**src/rtl/mul_rs_if.sv**
```systemverilog
// Multiply RS bus: dispatch request, CDB snoop, FU availability and issue outputs.
// master = dispatch/CDB/FU environment, slave = the reservation station.
interface mul_rs_if #(parameter int PR_W = 7);
  logic            id_valid;
  logic [63:0]     id_NPC;
  logic [31:0]     id_IR;
  logic [PR_W-1:0] id_pra_idx;
  logic [PR_W-1:0] id_prb_idx;
  logic            id_pra_rdy;
  logic            id_prb_rdy;
  logic [4:0]      id_dest_ar_idx;
  logic [PR_W-1:0] id_dest_pr_idx;
  logic            cdb_valid0;
  logic            cdb_valid1;
  logic [PR_W-1:0] cdb_tag0;
  logic [PR_W-1:0] cdb_tag1;
  logic [1:0]      fu_avail;
  logic            rs_valid_inst0;
  logic [63:0]     rs_NPC0;
  logic [31:0]     rs_IR0;
  logic [PR_W-1:0] rs_pra_idx0;
  logic [PR_W-1:0] rs_prb_idx0;
  logic [4:0]      rs_dest_ar_idx0;
  logic [PR_W-1:0] rs_dest_pr_idx0;
  logic            rs_full;
  logic [3:0]      rs_count;

  modport master (
    output id_valid, id_NPC, id_IR, id_pra_idx, id_prb_idx, id_pra_rdy, id_prb_rdy,
           id_dest_ar_idx, id_dest_pr_idx, cdb_valid0, cdb_valid1, cdb_tag0, cdb_tag1, fu_avail,
    input  rs_valid_inst0, rs_NPC0, rs_IR0, rs_pra_idx0, rs_prb_idx0, rs_dest_ar_idx0,
           rs_dest_pr_idx0, rs_full, rs_count
  );

  modport slave (
    input  id_valid, id_NPC, id_IR, id_pra_idx, id_prb_idx, id_pra_rdy, id_prb_rdy,
           id_dest_ar_idx, id_dest_pr_idx, cdb_valid0, cdb_valid1, cdb_tag0, cdb_tag1, fu_avail,
    output rs_valid_inst0, rs_NPC0, rs_IR0, rs_pra_idx0, rs_prb_idx0, rs_dest_ar_idx0,
           rs_dest_pr_idx0, rs_full, rs_count
  );
endinterface

```
**src/rtl/mul_rs.sv**
```systemverilog
// Multiply reservation station: dispatch into lowest free entry, CDB wake-up,
// lowest-index select, registered single issue to multiplier slot 0.
module mul_rs_ent #(
  parameter int PR_W = 7
) (
  input  logic                 clock,
  input  logic                 reset,
  input  logic                 flush,
  input  logic                 wr,
  input  logic                 clr,
  input  logic [63:0]          wr_npc,
  input  logic [31:0]          wr_ir,
  input  logic [PR_W-1:0]      wr_tag_a,
  input  logic                 wr_rdy_a,
  input  logic [PR_W-1:0]      wr_tag_b,
  input  logic                 wr_rdy_b,
  input  logic [4:0]           wr_dest_ar,
  input  logic [PR_W-1:0]      wr_dest_pr,
  input  logic [1:0]           cdb_vld,
  input  logic [1:0][PR_W-1:0] cdb_tag,
  output logic                 valid,
  output logic                 rdy_a,
  output logic                 rdy_b,
  output logic [63:0]          npc,
  output logic [31:0]          ir,
  output logic [PR_W-1:0]      tag_a,
  output logic [PR_W-1:0]      tag_b,
  output logic [4:0]           dest_ar,
  output logic [PR_W-1:0]      dest_pr
);
  logic hit_a, hit_b;

  assign hit_a = (cdb_vld[0] && cdb_tag[0] == tag_a) || (cdb_vld[1] && cdb_tag[1] == tag_a);
  assign hit_b = (cdb_vld[0] && cdb_tag[0] == tag_b) || (cdb_vld[1] && cdb_tag[1] == tag_b);

  always_ff @(posedge clock or negedge reset) begin
    if (!reset) begin
      valid   <= 1'b0;
      rdy_a   <= 1'b0;
      rdy_b   <= 1'b0;
      npc     <= '0;
      ir      <= '0;
      tag_a   <= '0;
      tag_b   <= '0;
      dest_ar <= '0;
      dest_pr <= '0;
    end else if (flush) begin
      valid <= 1'b0;
    end else if (wr) begin
      valid   <= 1'b1;
      rdy_a   <= wr_rdy_a;
      rdy_b   <= wr_rdy_b;
      npc     <= wr_npc;
      ir      <= wr_ir;
      tag_a   <= wr_tag_a;
      tag_b   <= wr_tag_b;
      dest_ar <= wr_dest_ar;
      dest_pr <= wr_dest_pr;
    end else begin
      if (clr)   valid <= 1'b0;
      if (hit_a) rdy_a <= 1'b1;
      if (hit_b) rdy_b <= 1'b1;
    end
  end
endmodule

module mul_rs #(
  parameter int NUM_ENT = 4,
  parameter int PR_W    = 7
) (
  input  logic     clock,
  input  logic     reset,
  input  logic     flush,
  mul_rs_if.slave  bus
);
  localparam int IDX_W = (NUM_ENT > 1) ? $clog2(NUM_ENT) : 1;

  logic [1:0]                     cdb_vld;
  logic [1:0][PR_W-1:0]           cdb_tag;
  logic                           byp_a, byp_b;
  logic [NUM_ENT-1:0]             e_vld, e_rdy_a, e_rdy_b, e_wr, e_clr;
  logic [NUM_ENT-1:0][63:0]       e_npc;
  logic [NUM_ENT-1:0][31:0]       e_ir;
  logic [NUM_ENT-1:0][PR_W-1:0]   e_tag_a, e_tag_b, e_dest_pr;
  logic [NUM_ENT-1:0][4:0]        e_dest_ar;
  logic [NUM_ENT-1:0]             cand;
  logic                           free_found, cand_found;
  logic [IDX_W-1:0]               free_idx, sel_idx;
  logic                           do_disp, do_issue;
  logic                           unused_fu;

  assign cdb_vld = {bus.cdb_valid1, bus.cdb_valid0};
  assign cdb_tag = {bus.cdb_tag1, bus.cdb_tag0};

  // A broadcast in the dispatch cycle would be missed by the entry's own snoop.
  assign byp_a = (bus.cdb_valid0 && bus.cdb_tag0 == bus.id_pra_idx) ||
                 (bus.cdb_valid1 && bus.cdb_tag1 == bus.id_pra_idx);
  assign byp_b = (bus.cdb_valid0 && bus.cdb_tag0 == bus.id_prb_idx) ||
                 (bus.cdb_valid1 && bus.cdb_tag1 == bus.id_prb_idx);

  assign cand = e_vld & e_rdy_a & e_rdy_b;

  always_comb begin
    free_found = 1'b0;
    free_idx   = '0;
    cand_found = 1'b0;
    sel_idx    = '0;
    for (int i = NUM_ENT - 1; i >= 0; i--) begin
      if (!e_vld[i]) begin
        free_found = 1'b1;
        free_idx   = IDX_W'(i);
      end
      if (cand[i]) begin
        cand_found = 1'b1;
        sel_idx    = IDX_W'(i);
      end
    end
  end

  assign do_disp   = bus.id_valid && !bus.rs_full && !flush && free_found;
  assign do_issue  = cand_found && bus.fu_avail[0] && !flush;
  assign unused_fu = bus.fu_avail[1];

  for (genvar g = 0; g < NUM_ENT; g++) begin : g_ent
    assign e_wr[g]  = do_disp  && (free_idx == IDX_W'(g));
    assign e_clr[g] = do_issue && (sel_idx  == IDX_W'(g));

    mul_rs_ent #(.PR_W(PR_W)) u_ent (
      .clock      (clock),
      .reset      (reset),
      .flush      (flush),
      .wr         (e_wr[g]),
      .clr        (e_clr[g]),
      .wr_npc     (bus.id_NPC),
      .wr_ir      (bus.id_IR),
      .wr_tag_a   (bus.id_pra_idx),
      .wr_rdy_a   (bus.id_pra_rdy | byp_a),
      .wr_tag_b   (bus.id_prb_idx),
      .wr_rdy_b   (bus.id_prb_rdy | byp_b),
      .wr_dest_ar (bus.id_dest_ar_idx),
      .wr_dest_pr (bus.id_dest_pr_idx),
      .cdb_vld    (cdb_vld),
      .cdb_tag    (cdb_tag),
      .valid      (e_vld[g]),
      .rdy_a      (e_rdy_a[g]),
      .rdy_b      (e_rdy_b[g]),
      .npc        (e_npc[g]),
      .ir         (e_ir[g]),
      .tag_a      (e_tag_a[g]),
      .tag_b      (e_tag_b[g]),
      .dest_ar    (e_dest_ar[g]),
      .dest_pr    (e_dest_pr[g])
    );
  end

  assign bus.rs_full = (bus.rs_count == 4'(NUM_ENT));

  always_ff @(posedge clock or negedge reset) begin
    if (!reset) begin
      bus.rs_valid_inst0  <= 1'b0;
      bus.rs_NPC0         <= '0;
      bus.rs_IR0          <= '0;
      bus.rs_pra_idx0     <= '0;
      bus.rs_prb_idx0     <= '0;
      bus.rs_dest_ar_idx0 <= '0;
      bus.rs_dest_pr_idx0 <= '0;
      bus.rs_count        <= '0;
    end else if (flush) begin
      bus.rs_valid_inst0 <= 1'b0;
      bus.rs_count       <= '0;
    end else begin
      bus.rs_valid_inst0 <= do_issue;
      bus.rs_count       <= bus.rs_count + {3'b000, do_disp} - {3'b000, do_issue};
      // Data outputs hold their last value when nothing issues.
      if (do_issue) begin
        bus.rs_NPC0         <= e_npc[sel_idx];
        bus.rs_IR0          <= e_ir[sel_idx];
        bus.rs_pra_idx0     <= e_tag_a[sel_idx];
        bus.rs_prb_idx0     <= e_tag_b[sel_idx];
        bus.rs_dest_ar_idx0 <= e_dest_ar[sel_idx];
        bus.rs_dest_pr_idx0 <= e_dest_pr[sel_idx];
      end
    end
  end
endmodule

```
**src/flat_wrapper.sv**
```systemverilog
// flat-port wrapper written by rule: the top's interface ports become plain ports
module mul_rs_flat 
#(
  parameter int NUM_ENT = 4,
  parameter int PR_W    = 7
)
  (clock, reset, flush, bus_id_valid, bus_id_NPC, bus_id_IR, bus_id_pra_idx, bus_id_prb_idx, bus_id_pra_rdy, bus_id_prb_rdy, bus_id_dest_ar_idx, bus_id_dest_pr_idx, bus_cdb_valid0, bus_cdb_valid1, bus_cdb_tag0, bus_cdb_tag1, bus_fu_avail, bus_rs_valid_inst0, bus_rs_NPC0, bus_rs_IR0, bus_rs_pra_idx0, bus_rs_prb_idx0, bus_rs_dest_ar_idx0, bus_rs_dest_pr_idx0, bus_rs_full, bus_rs_count);
  mul_rs_if #(.PR_W(PR_W)) bus_i ();
  input  logic clock;
  input  logic reset;
  input  logic flush;
  input wire logic [$bits(bus_i.id_valid)-1:0] bus_id_valid;
  input wire logic [$bits(bus_i.id_NPC)-1:0] bus_id_NPC;
  input wire logic [$bits(bus_i.id_IR)-1:0] bus_id_IR;
  input wire logic [$bits(bus_i.id_pra_idx)-1:0] bus_id_pra_idx;
  input wire logic [$bits(bus_i.id_prb_idx)-1:0] bus_id_prb_idx;
  input wire logic [$bits(bus_i.id_pra_rdy)-1:0] bus_id_pra_rdy;
  input wire logic [$bits(bus_i.id_prb_rdy)-1:0] bus_id_prb_rdy;
  input wire logic [$bits(bus_i.id_dest_ar_idx)-1:0] bus_id_dest_ar_idx;
  input wire logic [$bits(bus_i.id_dest_pr_idx)-1:0] bus_id_dest_pr_idx;
  input wire logic [$bits(bus_i.cdb_valid0)-1:0] bus_cdb_valid0;
  input wire logic [$bits(bus_i.cdb_valid1)-1:0] bus_cdb_valid1;
  input wire logic [$bits(bus_i.cdb_tag0)-1:0] bus_cdb_tag0;
  input wire logic [$bits(bus_i.cdb_tag1)-1:0] bus_cdb_tag1;
  input wire logic [$bits(bus_i.fu_avail)-1:0] bus_fu_avail;
  output wire logic [$bits(bus_i.rs_valid_inst0)-1:0] bus_rs_valid_inst0;
  output wire logic [$bits(bus_i.rs_NPC0)-1:0] bus_rs_NPC0;
  output wire logic [$bits(bus_i.rs_IR0)-1:0] bus_rs_IR0;
  output wire logic [$bits(bus_i.rs_pra_idx0)-1:0] bus_rs_pra_idx0;
  output wire logic [$bits(bus_i.rs_prb_idx0)-1:0] bus_rs_prb_idx0;
  output wire logic [$bits(bus_i.rs_dest_ar_idx0)-1:0] bus_rs_dest_ar_idx0;
  output wire logic [$bits(bus_i.rs_dest_pr_idx0)-1:0] bus_rs_dest_pr_idx0;
  output wire logic [$bits(bus_i.rs_full)-1:0] bus_rs_full;
  output wire logic [$bits(bus_i.rs_count)-1:0] bus_rs_count;
  assign bus_i.id_valid = bus_id_valid;
  assign bus_i.id_NPC = bus_id_NPC;
  assign bus_i.id_IR = bus_id_IR;
  assign bus_i.id_pra_idx = bus_id_pra_idx;
  assign bus_i.id_prb_idx = bus_id_prb_idx;
  assign bus_i.id_pra_rdy = bus_id_pra_rdy;
  assign bus_i.id_prb_rdy = bus_id_prb_rdy;
  assign bus_i.id_dest_ar_idx = bus_id_dest_ar_idx;
  assign bus_i.id_dest_pr_idx = bus_id_dest_pr_idx;
  assign bus_i.cdb_valid0 = bus_cdb_valid0;
  assign bus_i.cdb_valid1 = bus_cdb_valid1;
  assign bus_i.cdb_tag0 = bus_cdb_tag0;
  assign bus_i.cdb_tag1 = bus_cdb_tag1;
  assign bus_i.fu_avail = bus_fu_avail;
  assign bus_rs_valid_inst0 = bus_i.rs_valid_inst0;
  assign bus_rs_NPC0 = bus_i.rs_NPC0;
  assign bus_rs_IR0 = bus_i.rs_IR0;
  assign bus_rs_pra_idx0 = bus_i.rs_pra_idx0;
  assign bus_rs_prb_idx0 = bus_i.rs_prb_idx0;
  assign bus_rs_dest_ar_idx0 = bus_i.rs_dest_ar_idx0;
  assign bus_rs_dest_pr_idx0 = bus_i.rs_dest_pr_idx0;
  assign bus_rs_full = bus_i.rs_full;
  assign bus_rs_count = bus_i.rs_count;
  mul_rs #(.NUM_ENT(NUM_ENT), .PR_W(PR_W)) u_core (.clock(clock), .reset(reset), .flush(flush), .bus(bus_i));
endmodule
```
**config.mk**
```make
export PLATFORM = sky130hd
export DESIGN_NAME = mul_rs_flat
export DESIGN_NICKNAME = d
export VERILOG_FILES = /design/src/rtl/mul_rs_if.sv /design/src/rtl/mul_rs.sv /design/src/flat_wrapper.sv
export SDC_FILE = /design/constraint.sdc
export NUM_CORES = 1
export LEC_CHECK = 0
export ABC_AREA = 1
export CORE_UTILIZATION = 40
export CTS_CLUSTER_SIZE = 20
export DETAILED_ROUTE_END_ITERATION = 7
export SYNTH_ARGS = -nofsm -noshare
export SYNTH_HDL_FRONTEND = slang
export SYNTH_SLANG_ARGS = --single-unit
```
**constraint.sdc**
```tcl
create_clock -name clock -period 7.46 [get_ports clock]
set_input_delay 1.492 -clock clock [delete_from_list [all_inputs] [get_ports clock]]
set_output_delay 1.492 -clock clock [all_outputs]
set_load 0.05 [all_outputs]
```
==> impl_metrics.env, run 1 <==
export IMPL_setup_viol=0
export IMPL_peakVddDrop_mv=0.2254
export IMPL_cp_arrival_ns=5.02
export IMPL_htree_levels=3
export IMPL_final_area_um2=35050
export IMPL_wl_per_cell_um=17.89
export IMPL_dp_cells=4724
export IMPL_placed_area_um2=32420
export IMPL_critPathRequiredTime_ns=7.93
export IMPL_overflow=0
export IMPL_ctsHoldBuffers=0
export IMPL_period_minus_slack_ns=4.555
export IMPL_cts_tree="built"
export IMPL_yosysSeqAreaShare_pct=53.69
export IMPL_p_leak_nw=17.53
export IMPL_initial_core_util_pct=40.67
export IMPL_period_share_pct=61.05
export IMPL_max_freq_mhz=219.6
export IMPL_drive_gt1_share_pct=4.504
export IMPL_clock_skew_final_ns=0.02573
export IMPL_critPathKind="in2reg"
export IMPL_drt_pass1_iter_count=5
export IMPL_status="completed"
export IMPL_grt_max_degree=163
export IMPL_post_route_drc_count=0
export IMPL_via_per_inst=5.082
export IMPL_sw_frac_of_total_pct=37.79
export IMPL_synth_area_per_cell_um2=7.896
export IMPL_rows=98
export IMPL_drv_cap=0
export IMPL_power_switching_mw=5.332
export IMPL_synth_cells=3701
export IMPL_clockBufferDepth=3
export IMPL_fin_nets=4001
export IMPL_cts_resized_gates=0
export IMPL_syn_area_um2=29220
export IMPL_antenna_found_initial=1
export IMPL_post_layout_total_power_mw=14.11
export IMPL_ant_nets=0
export IMPL_drtIter0Drc=2163
export IMPL_finalMaxSlewViolations=0
export IMPL_cp_start_kind="input port"
export IMPL_grt_pass1_wl_mm=138.2
export IMPL_numPortBuffers=272
export IMPL_final_core_util_pct=48.78
export IMPL_routed_wl_mm=86.91
export IMPL_p_int_mw=8.776
export IMPL_grtUsageTotal_pct=23.71
export IMPL_hold_viol=0
export IMPL_synth_seq_cells=627
export IMPL_clock_latency_ns=0.63
export IMPL_cts_inserted_buffers=73
export IMPL_clkPwrFrac_pct=27.3
export IMPL_ys_warn_count=0
export IMPL_pwr_share_comb_pct=32.2
export IMPL_seqPwrFrac_pct=40.5
export IMPL_ys_types=33
export IMPL_grt_pass1_vias=24140
export IMPL_dieWidth_um=272.3
export IMPL_hold_path_class="reg2reg"
export IMPL_core_area_um2=71850
export IMPL_cts_sinks=627
export IMPL_worstMarginPinSlew_ns=1.130
export IMPL_max_slew_margin_rel_pct=24.59
export IMPL_power_density_nw_per_um2=402.5
export IMPL_endpoint_kind="flip-flop"
export IMPL_pin_count=274
export IMPL_final_cells=4859
export IMPL_cts_setup_buffers=0
export IMPL_dp_hpwl_mm=50.33
export IMPL_die_h_um=272.3
export IMPL_cts_root_buf="clkbuf_16"
export IMPL_clk_pin_slew_worst_paths_ns=0.06
export IMPL_rsz0062_at_grt="no"
export IMPL_dieArea_um2=74140
export IMPL_crit_fanout=138
export IMPL_num_vias=24690
export IMPL_fin_tns_setup_ns=0
export IMPL_syn_nets=3853
export IMPL_gp_congestion=0.9144
export IMPL_area_growth_syn_to_layout_pct=19.94
cells by family (layout without fill, tap and decap cells):
kind of cell    after synthesis  in the layout  share of synthesized area, %
compound gates              530            530                         9.193
xor+xnor                     21             21                        0.6294
fa+ha+maj                     6              6                        0.2826
buf+inv                     469            676                         6.752
flops                       627            627                         53.69
other cells                   0              1                             0
simple gates               2048           2048                         29.45
state kept, by name (all words and copies together) (netlist names), 20 cells and up:
| signal | cells |
|---|---|
| u_core.g_ent.u_ent.npc | 256 |
| u_core.g_ent.u_ent.tag_a | 28 |
| u_core.bus.rs_IR0 | 32 |
| u_core.g_ent.u_ent.dest_pr | 28 |
| u_core.g_ent.u_ent.tag_b | 28 |
| u_core.bus.rs_NPC0 | 64 |
| u_core.g_ent.u_ent.dest_ar | 20 |
| u_core.g_ent.u_ent.ir | 128 |
through the flow:
| step | setup slack (ns) | hold WS (ns) |
|---|---|---|
| floorplan | 4.327 | 0.4534 |
| global placement | 2.237 | 0.4637 |
| detailed placement | 2.212 | 0.4643 |
| CTS | 2.863 | 0.4808 |
| global route | 2.516 | 0.5006 |
| finish | 2.905 | 0.4757 |
path summary, 6_finish.rpt:
kind,startpoint,end,slack (ns),depth (start not counted)
setup / recovery,flush,u_core.g_ent[2].u_ent.npc[18]$_DFFE_PN0P_,2.91,10
hold / removal,u_core.bus.rs_NPC0[2]$_DFFE_PN0P_,u_core.bus.rs_NPC0[2]$_DFFE_PN0P_,0.48,2
setup reg to reg,u_core.g_ent[0].u_ent.valid$_DFFE_PN0P_,u_core.bus.rs_NPC0[21]$_DFFE_PN0P_,3.19,12
hold reg to reg,u_core.bus.rs_NPC0[2]$_DFFE_PN0P_,u_core.bus.rs_NPC0[2]$_DFFE_PN0P_,0.48,2
max in group asynchronous,reset,u_core.g_ent[1].u_ent.npc[44]$_DFFE_PN0P_,5.02,2
min in group asynchronous,reset,u_core.bus.rs_IR0[19]$_DFFE_PN0P_,0.92,1
layout by cell type (no fill, tap or decap), types with 2 or more instances in the layout:
cell type           n
ha_1                5
clkinv_2            9
o21ai_1             2
a21oi_1           133
clkbuf_16          73
buf_12              5
nand2_4             4
inv_1             225
nand3b_1          122
o21ai_0           382
buf_4              27
inv_6               3
inv_2               4
nand2_1          1438
nor2_1            161
clkinvlp_4          4
nor2_4              4
clkinv_1            6
nor3b_1             2
clkinv_16           2
xor2_1              2
nand4_1            19
clkbuf_1           13
xnor2_1            19
nor2_2              2
inv_4               2
nand3_1           288
clkinv_8            2
bufinv_16          10
clkdlybuf4s50_1   271
o211ai_1            9
clkbuf_8           17
nor3_1              4
dfrtp_1           627
cells in the mapped netlist (all sizes together):
library cell / number / area share (%)
xor2: 2 / 0.060
clkbuf: 94 / 1.2
a21oi: 133 / 2.3
nand2: 1443 / 19
o21a: 1 / 0.026
nor2: 167 / 2.2
fa: 1 / 0.069
xnor2: 19 / 0.57
ha: 5 / 0.21
a21o: 1 / 0.026
nor3b: 2 / 0.051
nor3: 4 / 0.069
buf: 137 / 2.5
or2: 1 / 0.021
nand3: 290 / 5.0
a31o: 1 / 0.030
o21ai: 384 / 6.6
o211ai: 9 / 0.23
nand3b: 122 / 3.1
a211oi: 1 / 0.026
clkinv: 6 / 0.077
nand4: 19 / 0.41
dfrtp: 627 / 54
inv: 232 / 3.0
worst max-delay path, cell delays in order:
cell             delay [ns]
clkdlybuf4s50_1        0.51
inv_2                  0.28
nand2_1                0.08
nor2_1                 0.23
nand2_1                0.17
nor2_2                 0.88
inv_6                  0.60
buf_4                  0.51
nand2_1                0.10
o21ai_0                0.09
final cells by class:
class	count	area, um2
fillers	7166	36810
flip-flops and latches	627	15690
multi-input cells	2605	11610
repair buffers	304	3030
clock buffers	103	2110
well taps	950	1189
inverters	238	903.4
clock inverters	31	514.2
diodes	1	2.502
power groups by stage:
stage	Combinational, mW	Clock, mW	Sequential (mW)
after global routing	5.05	4.09	5.89
final	4.54	3.85	5.72
after floorplan	2.08	0	6.65
after detailed placement	4.57	0	5.74
after global placement	4.50	0	5.72
after CTS	4.59	3.95	5.71
layer usage:
layer	GRT usage [%]	share of wire (%)
met5	0	0.010
met4	7.762	2.6
met3	3.315	6.0
met2	38.27	46
met1	32.80	45
Note: power is estimated with default switching activity, not from simulation.
==> run 2, diff against run 1 <==
==> constraint.sdc (replaced) <==
create_clock -name clock -period 4.1 [get_ports clock]
set_input_delay 0.82 -clock clock [delete_from_list [all_inputs] [get_ports clock]]
set_output_delay 0.82 -clock clock [all_outputs]
set_load 0.05 [all_outputs]
==> run 2 against run 1 <==
Register-to-register slack worse by 2.1 ns; first-iteration DRC count down 2.3%; sequential cell count unchanged; clock power up 70%; count of clock-buffer cells in the layout up 2; routed wire length up 1.9%; clock skew about the same; sequential power up 82%; critical path depth up 1; die area unchanged; final area up 0.93%; critical endpoint is now u_core.bus.rs_pra_idx0[5]$_DFFE_PN0P_.
==> impl_metrics.env, run 2 (synthesis results as in run 1) <==
export IMPL_setup_viol=0
export IMPL_critPathRequiredTime_ns=4.64
export IMPL_wl_per_cell_um=18.09
export IMPL_max_slew_margin_rel_pct=29.01
export IMPL_fin_nets=4040
export IMPL_drtIter0Drc=2113
export IMPL_crit_fanout=49
export IMPL_period_minus_slack_ns=3.032
export IMPL_rsz0062_at_grt="no"
export IMPL_seqPwrFrac_pct=41.1
export IMPL_ant_nets=0
export IMPL_hold_path_class="in2async"
export IMPL_grt_pass1_wl_mm=140.6
export IMPL_placed_area_um2=32960
export IMPL_drv_cap=0
export IMPL_fin_tns_setup_ns=0
export IMPL_gp_congestion=0.9420
export IMPL_num_vias=25010
export IMPL_cts_tree="built"
export IMPL_grt_max_degree=136
export IMPL_htree_levels=3
export IMPL_largest_registers="u_core.g_ent.u_ent.npc (256), u_core.g_ent.u_ent.ir (128), u_core.bus.rs_NPC0 (64)"
export IMPL_p_int_mw=15.67
export IMPL_endpoint_kind="flip-flop"
export IMPL_routed_wl_mm=88.53
export IMPL_hold_viol=0
export IMPL_final_area_um2=35370
export IMPL_clk_pin_slew_worst_paths_ns=0.06
export IMPL_clockBufferDepth=3
export IMPL_final_common_cell="nand2_1"
export IMPL_max_stage_delay_ns=0.71
export IMPL_path_cells="nand3_2 -> nand2_2 -> inv_4 -> nand2_4 -> inv_2 -> nor2_4 -> buf_4 -> nand2_1 -> nand3b_1 -> nand2_1 -> nand2_1"
export IMPL_core_area_um2=71850
export IMPL_slowest_stage="buf_4"
export IMPL_cts_setup_buffers=0
export IMPL_finalMaxSlewViolations=0
export IMPL_cp_start_kind="flip-flop"
export IMPL_die_h_um=272.3
export IMPL_dp_hpwl_mm=51.46
export IMPL_overflow=0
export IMPL_area_growth_syn_to_layout_pct=21.05
export IMPL_initial_core_util_pct=40.67
export IMPL_cts_sinks=627
export IMPL_numPortBuffers=272
export IMPL_cts_inserted_buffers=72
export IMPL_cts_resized_gates=0
export IMPL_cts_root_buf="clkbuf_16"
export IMPL_drt_pass1_iter_count=6
export IMPL_layout_common_cells="1,438 x nand2_1, 627 x dfrtp_1, 382 x o21ai_0, 288 x nand3_1, 271 x clkdlybuf4s50_1"
export IMPL_critPathKind="reg2reg"
export IMPL_clkPwrFrac_pct=25.9
export IMPL_max_freq_mhz=329.8
export IMPL_drive_gt1_share_pct=5.274
export IMPL_via_per_inst=5.109
export IMPL_antenna_found_initial=2
export IMPL_top_register="u_core.g_ent.u_ent.npc"
export IMPL_clock_latency_ns=0.62
export IMPL_clock_skew_final_ns=0.02599
export IMPL_rows=98
export IMPL_dieWidth_um=272.3
export IMPL_sw_frac_of_total_pct=37.99
export IMPL_power_switching_mw=9.600
export IMPL_grtUsageTotal_pct=24.07
export IMPL_ctsHoldBuffers=0
export IMPL_crit_top_cell="nand2_1"
export IMPL_pwr_share_comb_pct=33.0
export IMPL_power_density_nw_per_um2=714.3
export IMPL_period_share_pct=73.95
export IMPL_p_leak_nw=17.72
export IMPL_cp_arrival_ns=3.57
export IMPL_pin_count=274
export IMPL_worstMarginPinSlew_ns=1.065
export IMPL_largest_register_ff_count=256
export IMPL_peakVddDrop_mv=0.4718
export IMPL_post_route_drc_count=0
export IMPL_grt_pass1_vias=24440
export IMPL_dieArea_um2=74140
export IMPL_status="completed"
export IMPL_reg2reg_depth=11
==> run 2: through the flow <==
stage | setup slack [ns] | std cells | util [%] | hold slack (ns) | total power [mW]
floorplan | 1.639 | 3701 | - | 0.4534 | 15.89
global placement | 0.8390 | 4764 | 45.87 | 0.4618 | 18.65
detailed placement | 0.8131 | 4764 | 45.87 | 0.4640 | 18.81
CTS | 1.020 | 4894 | 49.23 | 0.2815 | 25.45
global route | 0.8253 | 4894 | 49.23 | 0.3051 | 26.89
finish | 1.068 | 4895 | 49.23 | 0.2573 | 25.27
==> run 2: power by group through the flow <==
stage               registers, mW  clock network, mW  logic, mW
global route                 10.7               6.93       9.27
floorplan                    12.1                  0       3.79
finish                       10.4               6.54       8.34
CTS                          10.4               6.67       8.42
detailed placement           10.4                  0       8.37
global placement             10.4                  0       8.25
==> run 2: critical path, delay by kind of cell, from the launching register on <==
| kind | cells | cell delay [ns] |
|---|---|---|
| and+or+nand+nor | 8 | 1.56 |
| buffers and inverters | 3 | 0.81 |
| DFF | 1 | 0.53 |
==> run 2: worst paths after layout <==
path,from,endpoint,slack (ns)
setup / recovery,u_core.g_ent[0].u_ent.valid$_DFFE_PN0P_,u_core.bus.rs_pra_idx0[5]$_DFFE_PN0P_,1.07
hold / removal,reset,u_core.bus.rs_count[2]$_DFF_PN0_,0.26
setup reg to reg,u_core.g_ent[0].u_ent.valid$_DFFE_PN0P_,u_core.bus.rs_pra_idx0[5]$_DFFE_PN0P_,1.07
hold reg to reg,u_core.bus.rs_prb_idx0[1]$_DFFE_PN0P_,u_core.bus.rs_prb_idx0[1]$_DFFE_PN0P_,0.48
max in group asynchronous,reset,u_core.bus.rs_NPC0[52]$_DFFE_PN0P_,2.73
min in group clock,u_core.bus.rs_prb_idx0[1]$_DFFE_PN0P_,u_core.bus.rs_prb_idx0[1]$_DFFE_PN0P_,0.48
==> run 2: metal layers <==
| layer | GRT usage (%) | vias up | share of wire [%] | routed length [um] |
|---|---|---|---|---|
| li1 | - | 12160 | - | - |
| met1 | 33.22 | 11920 | 45 | 39420 |
| met2 | 39.25 | 795 | 47 | 41380 |
| met3 | 3.553 | 133 | 6.6 | 5829 |
| met4 | 6.904 | 4 | 2.1 | 1869 |
| met5 | 0 | - | 0.030 | 27 |
==> run 2: area by class of cell <==
cell class,instances,area [um2]
clock buffer,105,2097
tap,950,1189
timing repair buffer,344,3568
fill,7169,36480
antenna,1,2.502
inverter,238,903.4
clock inverter,25,315.3
sequential,627,15690
multi-input combinational,2605,11610
==> run 3, diff against run 2 <==
==> constraint.sdc (replaced) <==
create_clock -name clock -period 2.92 [get_ports clock]
set_input_delay 0.584 -clock clock [delete_from_list [all_inputs] [get_ports clock]]
set_output_delay 0.584 -clock clock [all_outputs]
set_load 0.05 [all_outputs]
==> run 3 against run 2 <==
Routed wire length decreased by 0.24%; clock power increased by 41%; highest routed layer unchanged; sequential share of layout area decreased by 0.48 points; setup slack got worse by 0.86 ns.
==> impl_metrics.env, run 3 (synthesis results as in run 1) <==
export IMPL_clock_latency_ns=0.61
export IMPL_core_area_um2=71850
export IMPL_ant_nets=0
export IMPL_cts_root_buf="clkbuf_16"
export IMPL_layout_common_cells="1,438 x nand2_1, 627 x dfrtp_1, 382 x o21ai_0, 288 x nand3_1, 271 x clkdlybuf4s50_1"
export IMPL_p_int_mw=22.14
export IMPL_gp_congestion=0.9456
export IMPL_power_switching_mw=13.53
export IMPL_grt_pass1_wl_mm=140.7
export IMPL_holdPathStages=2
export IMPL_n_antenna_cell=0
export IMPL_clk_pin_slew_worst_paths_ns=0.06
export IMPL_worstHoldStart="u_core.bus.rs_IR0[30]$_DFFE_PN0P_"
export IMPL_num_vias=25140
export IMPL_worstMarginPinSlew_ns=0.8032
export IMPL_final_common_cell="nand2_1"
export IMPL_critPathKind="reg2out"
export IMPL_setup_ws_ns=0.2086
export IMPL_cts_inserted_buffers=71
export IMPL_period_minus_slack_ns=2.711
export IMPL_drv_cap=0
export IMPL_clock_skew_final_ns=0.01591
export IMPL_cp_start_kind="flip-flop"
export IMPL_drive_gt1_share_pct=5.894
export IMPL_period_share_pct=92.86
export IMPL_rsz0062_at_grt="no"
export IMPL_power_density_nw_per_um2=997.3
export IMPL_crit_fanout=2
export IMPL_p_leak_nw=17.92
export IMPL_cp_arrival_ns=2.13
export IMPL_endpoint_kind="output pin"
export IMPL_finalMaxSlewViolations=0
export IMPL_antenna_found_initial=1
export IMPL_grtUsageTotal_pct=24.09
export IMPL_critPathRequiredTime_ns=2.34
export IMPL_fin_nets=4068
export IMPL_fill_cells=7175
export IMPL_setup_viol=0
export IMPL_pwr_share_comb_pct=33.2
export IMPL_largest_register_ff_count=256
export IMPL_cts_setup_buffers=0
export IMPL_pre_cts_ws_ns=0.1918
export IMPL_sw_frac_of_total_pct=37.93
export IMPL_reg2reg_depth=13
export IMPL_dieWidth_um=272.3
export IMPL_max_slew_margin_rel_pct=46.45
export IMPL_worstReg2RegStart="u_core.g_ent[2].u_ent.valid$_DFFE_PN0P_"
export IMPL_initial_core_util_pct=40.67
export IMPL_hold_path_class="reg2reg"
export IMPL_grt_pass1_vias=24620
export IMPL_hold_viol=0
export IMPL_fin_tns_setup_ns=0
export IMPL_overflow=0
export IMPL_timing_critical_path_from="u_core.bus.rs_count[3]$_DFF_PN0_"
export IMPL_cts_tree="built"
export IMPL_via_per_inst=5.110
export IMPL_dp_hpwl_mm=53.62
export IMPL_worstReg2RegEnd="u_core.bus.rs_count[2]$_DFF_PN0_"
export IMPL_rows=98
export IMPL_hold_ws_ns=0.4769
export IMPL_area_growth_syn_to_layout_pct=22.38
export IMPL_drtIter0Drc=2016
export IMPL_numPortBuffers=272
export IMPL_post_route_drc_count=0
export IMPL_peakVddDrop_mv=0.6299
export IMPL_crit_end="bus_rs_full"
export IMPL_dieArea_um2=74140
export IMPL_die_h_um=272.3
export IMPL_clkPwrFrac_pct=25.9
export IMPL_wl_per_cell_um=17.95
export IMPL_grt_max_degree=124
export IMPL_clockBufferDepth=3
export IMPL_r2r_slack_ns=0.45
export IMPL_post_layout_total_power_mw=35.67
export IMPL_status="completed"
export IMPL_cts_resized_gates=0
export IMPL_cts_sinks=627
export IMPL_seqPwrFrac_pct=40.9
export IMPL_max_freq_mhz=368.8
export IMPL_routed_wl_mm=88.32
export IMPL_pin_count=274
export IMPL_drt_pass1_iter_count=6
export IMPL_top_register="u_core.g_ent.u_ent.npc"
export IMPL_largest_registers="u_core.g_ent.u_ent.npc (256), u_core.g_ent.u_ent.ir (128), u_core.bus.rs_NPC0 (64)"
export IMPL_htree_levels=3
-- run 3: cell count changes in the layout (fill, tap and decap cells not counted), moves of 2 or more --
cell       previous run  this run
buf_4                48        63
inv_6                 1         6
buf_12               24        37
bufinv_16             5         7
clkinv_2             13         8
clkbuf_8             15        13
-- run 3: what timing repair did --
item	CTS	global route
hold endpoints to repair	32	0
endpoints found under the setup margin	0	0
hold buffers	1	0
-- run 3: stage by stage --
stage          cells  area (um2)  util, %
3_3_place_gp    4792       33330    46.39
4_1_cts         4920       35760    49.77
6_report        4920       35760    49.77
3_5_place_dp    4792       33330    46.39
2_1_floorplan   3701       29220        -
5_1_grt         4920       35760    49.77
-- run 3: layout make-up --
class	instances	area [um2]	share of cell area, %
timing repair buffer	373	3951	11.05
inverter	238	903.4	2.526
clock inverter	26	377.9	1.057
multi-input combinational	2605	11610	32.46
tap	950	1189	3.324
clock buffer	101	2041	5.707
sequential	627	15690	43.88
-- run 3: worst min path at each step --
stage / to / slack, ns
floorplan: u_core.bus.rs_IR0[0]$_DFFE_PN0P_ / 0.29
global placement: u_core.bus.rs_NPC0[7]$_DFFE_PN0P_ / 0.46
detailed placement: u_core.bus.rs_NPC0[49]$_DFFE_PN0P_ / 0.46
CTS: u_core.g_ent[2].u_ent.ir[22]$_DFFE_PN0P_ / 0.48
global route: u_core.bus.rs_NPC0[3]$_DFFE_PN0P_ / 0.49
finish: u_core.bus.rs_IR0[30]$_DFFE_PN0P_ / 0.48
-- run 3: power groups by stage --
stage	Combinational (mW)	Sequential, mW	Clock, mW
after floorplan	5.31	17.0	0
after global placement	11.7	14.6	0
after detailed placement	11.9	14.7	0
after CTS	11.9	14.6	9.48
after global routing	13.2	15.0	9.83
final	11.8	14.6	9.23
-- run 3: per-layer routing --
layer | vias to the layer above | track usage, % | share of wire (%)
met3 | 160 | 3.632 | 5.7
met4 | 2 | 7.806 | 2.6
met2 | 755 | 39.25 | 47
met5 | - | 0 | 0.015
li1 | 12210 | - | -
met1 | 12020 | 32.92 | 45
-- run 3: critical path, stage by stage (launching register included) --
cell and delay, ns:
dfrtp_1 0.37, inv_1 0.06, ha_1 0.14, nand3_1 0.08, inv_1 0.08, clkdlybuf4s50_1 0.80
